`src/rtl/micro_pkg.sv`:
```
// micro_pkg: shared types for the microprogrammed control sequencer.
// Microcode states, ALU op codes, microword layout and opcodes.
package micro_pkg;

  typedef enum logic [3:0] {
    FETCH  = 4'd0,
    DECODE = 4'd1,
    EXEC_R = 4'd2,
    EXEC_I = 4'd3,
    EXEC_U = 4'd4,
    ADDR   = 4'd5,
    MEM_RD = 4'd6,
    MEM_WR = 4'd7,
    WB_ALU = 4'd8,
    WB_MEM = 4'd9,
    BRANCH = 4'd10,
    JAL    = 4'd11,
    JALR   = 4'd12,
    HALT   = 4'd15
  } upc_e;

  typedef enum logic [3:0] {
    ALU_AND  = 4'b0000,
    ALU_OR   = 4'b0001,
    ALU_ADD  = 4'b0010,
    ALU_XOR  = 4'b0011,
    ALU_SLL  = 4'b0100,
    ALU_SRL  = 4'b0101,
    ALU_SUB  = 4'b0110,
    ALU_SRA  = 4'b0111,
    ALU_SLT  = 4'b1000,
    ALU_SLTU = 4'b1001
  } alu_op_e;

  typedef enum logic [2:0] {
    NX_SEQ,
    NX_DISPATCH,
    NX_FETCH,
    NX_WAIT_I,
    NX_WAIT_D,
    NX_STAY
  } next_e;

  // How the top derives alu_op for this microword
  typedef enum logic [1:0] {
    AK_ADD,
    AK_R,
    AK_I,
    AK_BR
  } alu_k_e;

  typedef struct packed {
    logic       imem_req;
    logic       dmem_rd;
    logic       dmem_wr;
    logic       ir_wr;
    logic       pc_wr;
    logic [1:0] pc_sel;
    logic       reg_wr;
    logic [1:0] wb_sel;
    logic       a_pc_u;
    logic       src_b;
    alu_k_e     alu_k;
    logic       br;
    logic       retire;
    logic       halted;
    next_e      nxt;
    upc_e       tgt;
  } microword_t;

  localparam logic [6:0] OP_R     = 7'b0110011;
  localparam logic [6:0] OP_I     = 7'b0010011;
  localparam logic [6:0] OP_LUI   = 7'b0110111;
  localparam logic [6:0] OP_AUIPC = 7'b0010111;
  localparam logic [6:0] OP_LOAD  = 7'b0000011;
  localparam logic [6:0] OP_STORE = 7'b0100011;
  localparam logic [6:0] OP_BR    = 7'b1100011;
  localparam logic [6:0] OP_JAL   = 7'b1101111;
  localparam logic [6:0] OP_JALR  = 7'b1100111;

  function automatic microword_t mw_idle();
    microword_t w;
    w       = '0;
    w.alu_k = AK_ADD;
    w.nxt   = NX_FETCH;
    w.tgt   = FETCH;
    return w;
  endfunction

  // Word presented while reset is held: fetch request only
  function automatic microword_t mw_reset();
    microword_t w;
    w          = mw_idle();
    w.imem_req = 1'b1;
    return w;
  endfunction

endpackage

```
`src/rtl/micro_rom.sv`:
```
// micro_rom: combinational microword ROM and opcode dispatch table.
// Unmapped uPC values read as the HALT word.
module micro_rom
  import micro_pkg::*;
#(
  parameter int UPC_W = 4
) (
  input  logic [UPC_W-1:0] i_upc,
  input  logic [6:0]       i_op,
  input  logic [1:0]       i_f3h,
  output microword_t       o_mw,
  output upc_e             o_disp
);

  // Microword contents per uPC
  always_comb begin
    o_mw = mw_idle();
    case (i_upc)
      UPC_W'(FETCH): begin
        o_mw.imem_req = 1'b1;
        o_mw.ir_wr    = 1'b1;
        o_mw.pc_wr    = 1'b1;
        o_mw.nxt      = NX_WAIT_I;
        o_mw.tgt      = DECODE;
      end
      UPC_W'(DECODE): o_mw.nxt = NX_DISPATCH;
      UPC_W'(EXEC_R): begin
        o_mw.alu_k = AK_R;
        o_mw.nxt   = NX_SEQ;
        o_mw.tgt   = WB_ALU;
      end
      UPC_W'(EXEC_I): begin
        o_mw.alu_k = AK_I;
        o_mw.src_b = 1'b1;
        o_mw.nxt   = NX_SEQ;
        o_mw.tgt   = WB_ALU;
      end
      UPC_W'(EXEC_U): begin
        o_mw.a_pc_u = 1'b1;
        o_mw.src_b  = 1'b1;
        o_mw.nxt    = NX_SEQ;
        o_mw.tgt    = WB_ALU;
      end
      UPC_W'(ADDR): begin
        o_mw.src_b = 1'b1;
        o_mw.nxt   = NX_DISPATCH;
      end
      UPC_W'(MEM_RD): begin
        o_mw.dmem_rd = 1'b1;
        o_mw.src_b   = 1'b1;
        o_mw.nxt     = NX_WAIT_D;
        o_mw.tgt     = WB_MEM;
      end
      UPC_W'(MEM_WR): begin
        o_mw.dmem_wr = 1'b1;
        o_mw.src_b   = 1'b1;
        o_mw.retire  = 1'b1;
        o_mw.nxt     = NX_WAIT_D;
      end
      UPC_W'(WB_ALU): begin
        o_mw.reg_wr = 1'b1;
        o_mw.retire = 1'b1;
      end
      UPC_W'(WB_MEM): begin
        o_mw.reg_wr = 1'b1;
        o_mw.wb_sel = 2'd1;
        o_mw.retire = 1'b1;
      end
      UPC_W'(BRANCH): begin
        o_mw.alu_k  = AK_BR;
        o_mw.br     = 1'b1;
        o_mw.pc_wr  = 1'b1;
        o_mw.pc_sel = 2'd1;
        o_mw.retire = 1'b1;
      end
      UPC_W'(JAL): begin
        o_mw.reg_wr = 1'b1;
        o_mw.wb_sel = 2'd2;
        o_mw.pc_wr  = 1'b1;
        o_mw.pc_sel = 2'd1;
        o_mw.retire = 1'b1;
      end
      UPC_W'(JALR): begin
        o_mw.reg_wr = 1'b1;
        o_mw.wb_sel = 2'd2;
        o_mw.pc_wr  = 1'b1;
        o_mw.pc_sel = 2'd2;
        o_mw.src_b  = 1'b1;
        o_mw.retire = 1'b1;
      end
      default: begin
        o_mw.halted = 1'b1;
        o_mw.nxt    = NX_STAY;
        o_mw.tgt    = HALT;
      end
    endcase
  end

  // Dispatch target; ADDR re-dispatches to the load or store access
  always_comb begin
    o_disp = HALT;
    if (i_upc == UPC_W'(ADDR)) begin
      o_disp = i_op[5] ? MEM_WR : MEM_RD;
    end else begin
      case (i_op)
        OP_R:     o_disp = EXEC_R;
        OP_I:     o_disp = EXEC_I;
        OP_LUI:   o_disp = EXEC_U;
        OP_AUIPC: o_disp = EXEC_U;
        OP_LOAD:  o_disp = ADDR;
        OP_STORE: o_disp = ADDR;
        OP_BR:    o_disp = (i_f3h == 2'b01) ? HALT : BRANCH;
        OP_JAL:   o_disp = JAL;
        OP_JALR:  o_disp = JALR;
        default:  o_disp = HALT;
      endcase
    end
  end

endmodule

```
`src/rtl/micro_sequencer.sv`:
```
// micro_sequencer: uPC, memory-wait watchdog, instret and ALU decode.
// Outputs are combinational in uPC, instr and the handshakes.
module micro_sequencer
  import micro_pkg::*;
#(
  parameter int UPC_W    = 4,
  parameter int WAIT_MAX = 15
) (
  input  logic        clk,
  input  logic        rst,
  input  logic [31:0] instr,
  input  logic        imem_ready,
  input  logic        dmem_ready,
  input  logic        zero,
  input  logic        alu_lsb,
  output logic        imem_req,
  output logic        dmem_rd,
  output logic        dmem_wr,
  output logic        ir_wr,
  output logic        pc_wr,
  output logic [1:0]  pc_sel,
  output logic        reg_wr,
  output logic [1:0]  wb_sel,
  output logic        alu_src_a,
  output logic        alu_src_b,
  output logic [3:0]  alu_op,
  output logic        retire,
  output logic [31:0] instret,
  output logic        halted
);

  logic [UPC_W-1:0] r_upc;
  logic [7:0]       r_cnt;
  logic [31:0]      r_instret;
  microword_t       w_rom;
  microword_t       w_mw;
  upc_e             w_disp;
  logic [UPC_W-1:0] w_nxt;
  logic             w_go;
  logic             w_wait;
  logic             w_taken;
  logic             w_expire;
  alu_op_e          w_alu;
  logic             w_unused_bits;

  assign w_unused_bits = ^{instr[31], instr[29:15], instr[11:7]};

  micro_rom #(.UPC_W(UPC_W)) u_rom (
    .i_upc  (r_upc),
    .i_op   (instr[6:0]),
    .i_f3h  (instr[14:13]),
    .o_mw   (w_rom),
    .o_disp (w_disp)
  );

  // Reset overrides the ROM so a held reset abandons the instruction
  always_comb w_mw = rst ? w_rom : mw_reset();

  // Handshake qualifier for strobes in wait words
  always_comb begin
    w_go = 1'b1;
    case (w_mw.nxt)
      NX_WAIT_I: w_go = imem_ready;
      NX_WAIT_D: w_go = dmem_ready;
      default:   w_go = 1'b1;
    endcase
  end

  assign w_wait   = ((w_mw.nxt == NX_WAIT_I) ||
                     (w_mw.nxt == NX_WAIT_D)) && !w_go;
  assign w_expire = (r_cnt == 8'(WAIT_MAX - 1));
  assign w_taken  = (instr[14] ? alu_lsb : zero) ^ instr[12];

  // Next uPC from the microword next field
  always_comb begin
    w_nxt = r_upc;
    case (w_mw.nxt)
      NX_SEQ:      w_nxt = UPC_W'(w_mw.tgt);
      NX_DISPATCH: w_nxt = UPC_W'(w_disp);
      NX_FETCH:    w_nxt = UPC_W'(FETCH);
      NX_WAIT_I, NX_WAIT_D: begin
        if (w_go)
          w_nxt = UPC_W'(w_mw.tgt);
        else if (w_expire)
          w_nxt = UPC_W'(HALT);
      end
      default:     w_nxt = r_upc;
    endcase
  end

  // ALU operation from funct3/instr[30]
  always_comb begin
    w_alu = ALU_ADD;
    case (w_mw.alu_k)
      AK_R, AK_I: begin
        case (instr[14:12])
          3'b000: w_alu = (w_mw.alu_k == AK_R && instr[30]) ?
                          ALU_SUB : ALU_ADD;
          3'b001: w_alu = ALU_SLL;
          3'b010: w_alu = ALU_SLT;
          3'b011: w_alu = ALU_SLTU;
          3'b100: w_alu = ALU_XOR;
          3'b101: w_alu = instr[30] ? ALU_SRA : ALU_SRL;
          3'b110: w_alu = ALU_OR;
          default: w_alu = ALU_AND;
        endcase
      end
      AK_BR: begin
        case (instr[14:13])
          2'b10:   w_alu = ALU_SLT;
          2'b11:   w_alu = ALU_SLTU;
          default: w_alu = ALU_SUB;
        endcase
      end
      default: w_alu = ALU_ADD;
    endcase
  end

  // uPC, wait counter and retired count
  always_ff @(posedge clk) begin
    if (!rst) begin
      r_upc     <= UPC_W'(FETCH);
      r_cnt     <= '0;
      r_instret <= '0;
    end else begin
      r_upc <= w_nxt;
      if (w_nxt != r_upc)
        r_cnt <= '0;
      else if (w_wait)
        r_cnt <= r_cnt + 8'd1;
      if (retire)
        r_instret <= r_instret + 32'd1;
    end
  end

  assign imem_req  = w_mw.imem_req;
  assign dmem_rd   = w_mw.dmem_rd;
  assign dmem_wr   = w_mw.dmem_wr;
  assign ir_wr     = w_mw.ir_wr & w_go;
  assign pc_wr     = w_mw.pc_wr & w_go & (!w_mw.br | w_taken);
  assign pc_sel    = w_mw.pc_sel;
  assign reg_wr    = w_mw.reg_wr & w_go;
  assign wb_sel    = w_mw.wb_sel;
  assign alu_src_a = w_mw.a_pc_u & ~instr[5];
  assign alu_src_b = w_mw.src_b;
  assign alu_op    = w_alu;
  assign retire    = w_mw.retire & w_go;
  assign instret   = r_instret;
  assign halted    = w_mw.halted;

endmodule

```
`config.mk`:
```
export PLATFORM = sky130hd
export DESIGN_NAME = micro_sequencer
export DESIGN_NICKNAME = d
export VERILOG_FILES = /design/src/rtl/micro_pkg.sv /design/src/rtl/micro_rom.sv /design/src/rtl/micro_sequencer.sv
export SDC_FILE = /design/constraint.sdc
export NUM_CORES = 1
export LEC_CHECK = 0
export CAP_MARGIN = 40
export CORE_ASPECT_RATIO = 1.75
export CORE_MARGIN = 2
export CORE_UTILIZATION = 30
export DETAILED_ROUTE_END_ITERATION = 10
export DONT_BUFFER_PORTS = 1
export PLACE_DENSITY = 0.41
export SETUP_SLACK_MARGIN = 0.15
export SYNTH_ARGS = -nofsm -noshare
export SYNTH_HDL_FRONTEND = slang
export SYNTH_SLANG_ARGS = --single-unit
export TNS_END_PERCENT = 20
```
`constraint.sdc`:
```
create_clock -name clk -period 2.6 [get_ports clk]
set_input_delay 0.39 -clock clk [delete_from_list [all_inputs] [get_ports clk]]
set_output_delay 0.39 -clock clk [all_outputs]
set_load 0.01 [all_outputs]
```
==> results.yml <==
outcome:
  status: "complete, no violations"
sta:
  fin_crit_ns: 2.37
  max_slew_margin: 0.711
  fin_hold_ws_ns: 0.229
  maxSlewViolCount: 0
  fin_worst_skew_ns: 0.00775
  setup_viol: 0
  totalNegativeSetupSlack_ns: 0
  fmax_ghz: 0.421
  hold_viol_final: 0
  rsz0062_at_grt: "yes"
  tightest_slew_ns: 0.430
  period_share: 0.913
logic_synthesis:
  ys_top_cells_by_count: "53 x nor2_1, 44 x dfxtp_1, 33 x nand2_1, 30 x xor2_1, 21 x nand3_1"
  ys_seq_area_frac: 0.319
  synth_nets: 396
  yosysMostFrequentCell: "nor2_1"
  synth_area_per_cell_um2: 7.84
  synth.area.top_cells: "dfxtp_1 32%, xor2_1 9.5%, nor2_1 7.2%"
  synth-edff-count: 0
  synth-async-reset-ratio: 0
  yosysWarningCount: 0
  syn_area_um2: 2760
  synth_top_cell_area_share: 0.319
  synth_largest_area_cell: "dfxtp_1"
  ys_types: 55
  synth_flop_cell: "dfxtp_1"
  synth-seq-cells: 44
  synthCells: 352
layout:
  antennaDiodeCount: 0
  final_cells: 481
  fin_area_um2: 3230
  nets: 404
  drive_gt1_frac: 0.150
  nFillCells: 996
  syn2layout_area_growth_pct: 17.2
routing:
  postRouteWirelength_um: 7640
  remaining_drc_errors: 0
  firstDrtPassIters: 4
  dr.first_iter.drc_count: 64
  wl_per_cell_um: 15.9
  postRouteAntennaNets: 0
  viasPerCell: 5.16
  via_count: 2481
floorplanning:
  die_x_um: 76.5
  fp-row-count: 46
  core-area_um2: 8980
  die_h_um: 131
  die_area_um2: 10000
  start_util: 0.307
  io_pins: 88
placed_design:
  dpl_cell_area_um2: 2960
  finalWeightedCongestion: 0.726
  io_buffer_count: 0
  detailed_place_hpwl_um: 5840
  dp_cells: 470
setup_path:
  required_ns: 2.21
  cp_slowest_cell: "dfxtp_2"
  rr_worst_depth: 7
  critPathBufInv: 1
  crit_chain: "buf_4, nor2_2, nand3_2, ha_4, nor2_4, a31oi_1, nor2_1, a21oi_1, nor2_2"
  cp.arrival_ns: 1.98
  crit_top_cell: "nor2_2"
  crit_cells: 9
  worst_setup_path_end_kind: "primary output"
  path_class: "flip-flop to primary output"
  cp_slowest_stage_delay_ns: 0.37
  crit_fanout: 16
  critPathLaunchType: "flip-flop"
  startpoint: "r_upc[2]$_SDFF_PN0_"
  r2r-start: "r_upc[1]$_SDFF_PN0_"
  cpLargestDelayFamily: "simple AND/OR/NAND/NOR gates"
global_routing:
  grt_max_degree: 27
  grt-ovfl-total: 0
  gr-usage-all-layers: 0.160
  grt_first_pass_wirelength_um: 12700
  antenna_found_initial: 0
  grt_pass1_vias: 2570
min_path:
  hold_depth: 1
  hp-class: "input pin to flip-flop"
  min-delay-start: "rst"
cts:
  cts_num_sinks: 44
  cts-root-buf: "clkbuf_16"
  clockBufferDepth: 2
  clk_pin_slew_ns: 0.07
  tritoncts: "done"
  cts_buffers: 5
  h-tree-depth: 2
  insertion_delay_ns: 0.29
pwr:
  vdd_drop_max_mv: 0.295
  p_leak_uw: 0.00122
  pwr_density_cell_nw_per_um2: 714
flow_run:
  maxCapViolCount: 0
layer usage:
metal,GRT usage,up-vias,share of wire
met2,0.323,67,0.55
met4,0.0588,0,0.017
met5,0,-,0
met3,0.0508,8,0.066
met1,0.147,1157,0.37
li1,-,1249,-
repair_timing:
| item | CTS | global route |
|---|---|---|
| pin swaps | 3 | 5 |
| gates resized for setup | 13 | 7 |
| cloned | 0 | 0 |
| buffers inserted | 3 | 0 |
| hold buffers | 0 | 0 |
| setup endpoints to repair | 7 | 14 |
final timing paths:
path	slack [ns]	to
worst max-delay path	0.23	alu_op[2]
worst min-delay path	0.23	instret[28]$_SDFFE_PN0P_
worst max register to register	0.27	r_cnt[1]$_SDFFE_PP0P_
worst min register to register	0.53	r_cnt[2]$_SDFFE_PP0P_
flip-flops by register name (all words and copies together) (netlist names):
signal / flops
instret: 32
r_upc: 4
r_cnt: 8
area by class of cell:
type                    count  area, um2  area share
multi-input cells         278       1820       0.562
flip-flops and latches     44        888       0.275
repair buffers             20        154      0.0476
well taps                 120        150      0.0464
clock buffers               6        139      0.0430
inverters                  11       45.0      0.0139
clock inverters             2       38.8      0.0120
stage by stage:
stage / total power (uW) / worst slack, ns / utilization
after floorplan: 1330 / 0.159 / -
after global placement: 1500 / 0.151 / 0.329
after detailed placement: 1500 / 0.137 / 0.329
after CTS: 2320 / 0.135 / 0.357
after global routing: 2450 / 0.0942 / 0.360
final: 2310 / 0.227 / 0.360
logic make-up (layout without fill, tap and decap cells):
logic type                 Yosys count  count (layout)  share of synthesized area
AOI/OAI and AO/OA                   60              60                      0.163
xor gates and xnor gates            35              35                      0.111
adders and majority gates            6               6                     0.0272
buffers and inverters               30              39                     0.0463
DFF                                 44              44                      0.319
muxes                                3               3                     0.0109
and+or+nand+nor                    174             174                      0.322
cells in the final DEF, fill, tap and decap left out, types with 6 or more instances in the layout:
cell	n
dfxtp_1	40
nand4_1	7
nand3_1	19
xor2_1	30
and3_1	12
nor3_1	10
a21oi_1	9
nand2_1	33
nor2_1	49
and2_1	6
o21ai_0	12
inv_1	10
buf_4	19
where the power goes:
part	internal, uW	leakage (uW)	switching (uW)
logic	321	0.000771	463
registers	713	0.000357	54.3
clock network	482	0.0000871	277
Note: power is estimated with default switching activity, not from simulation.
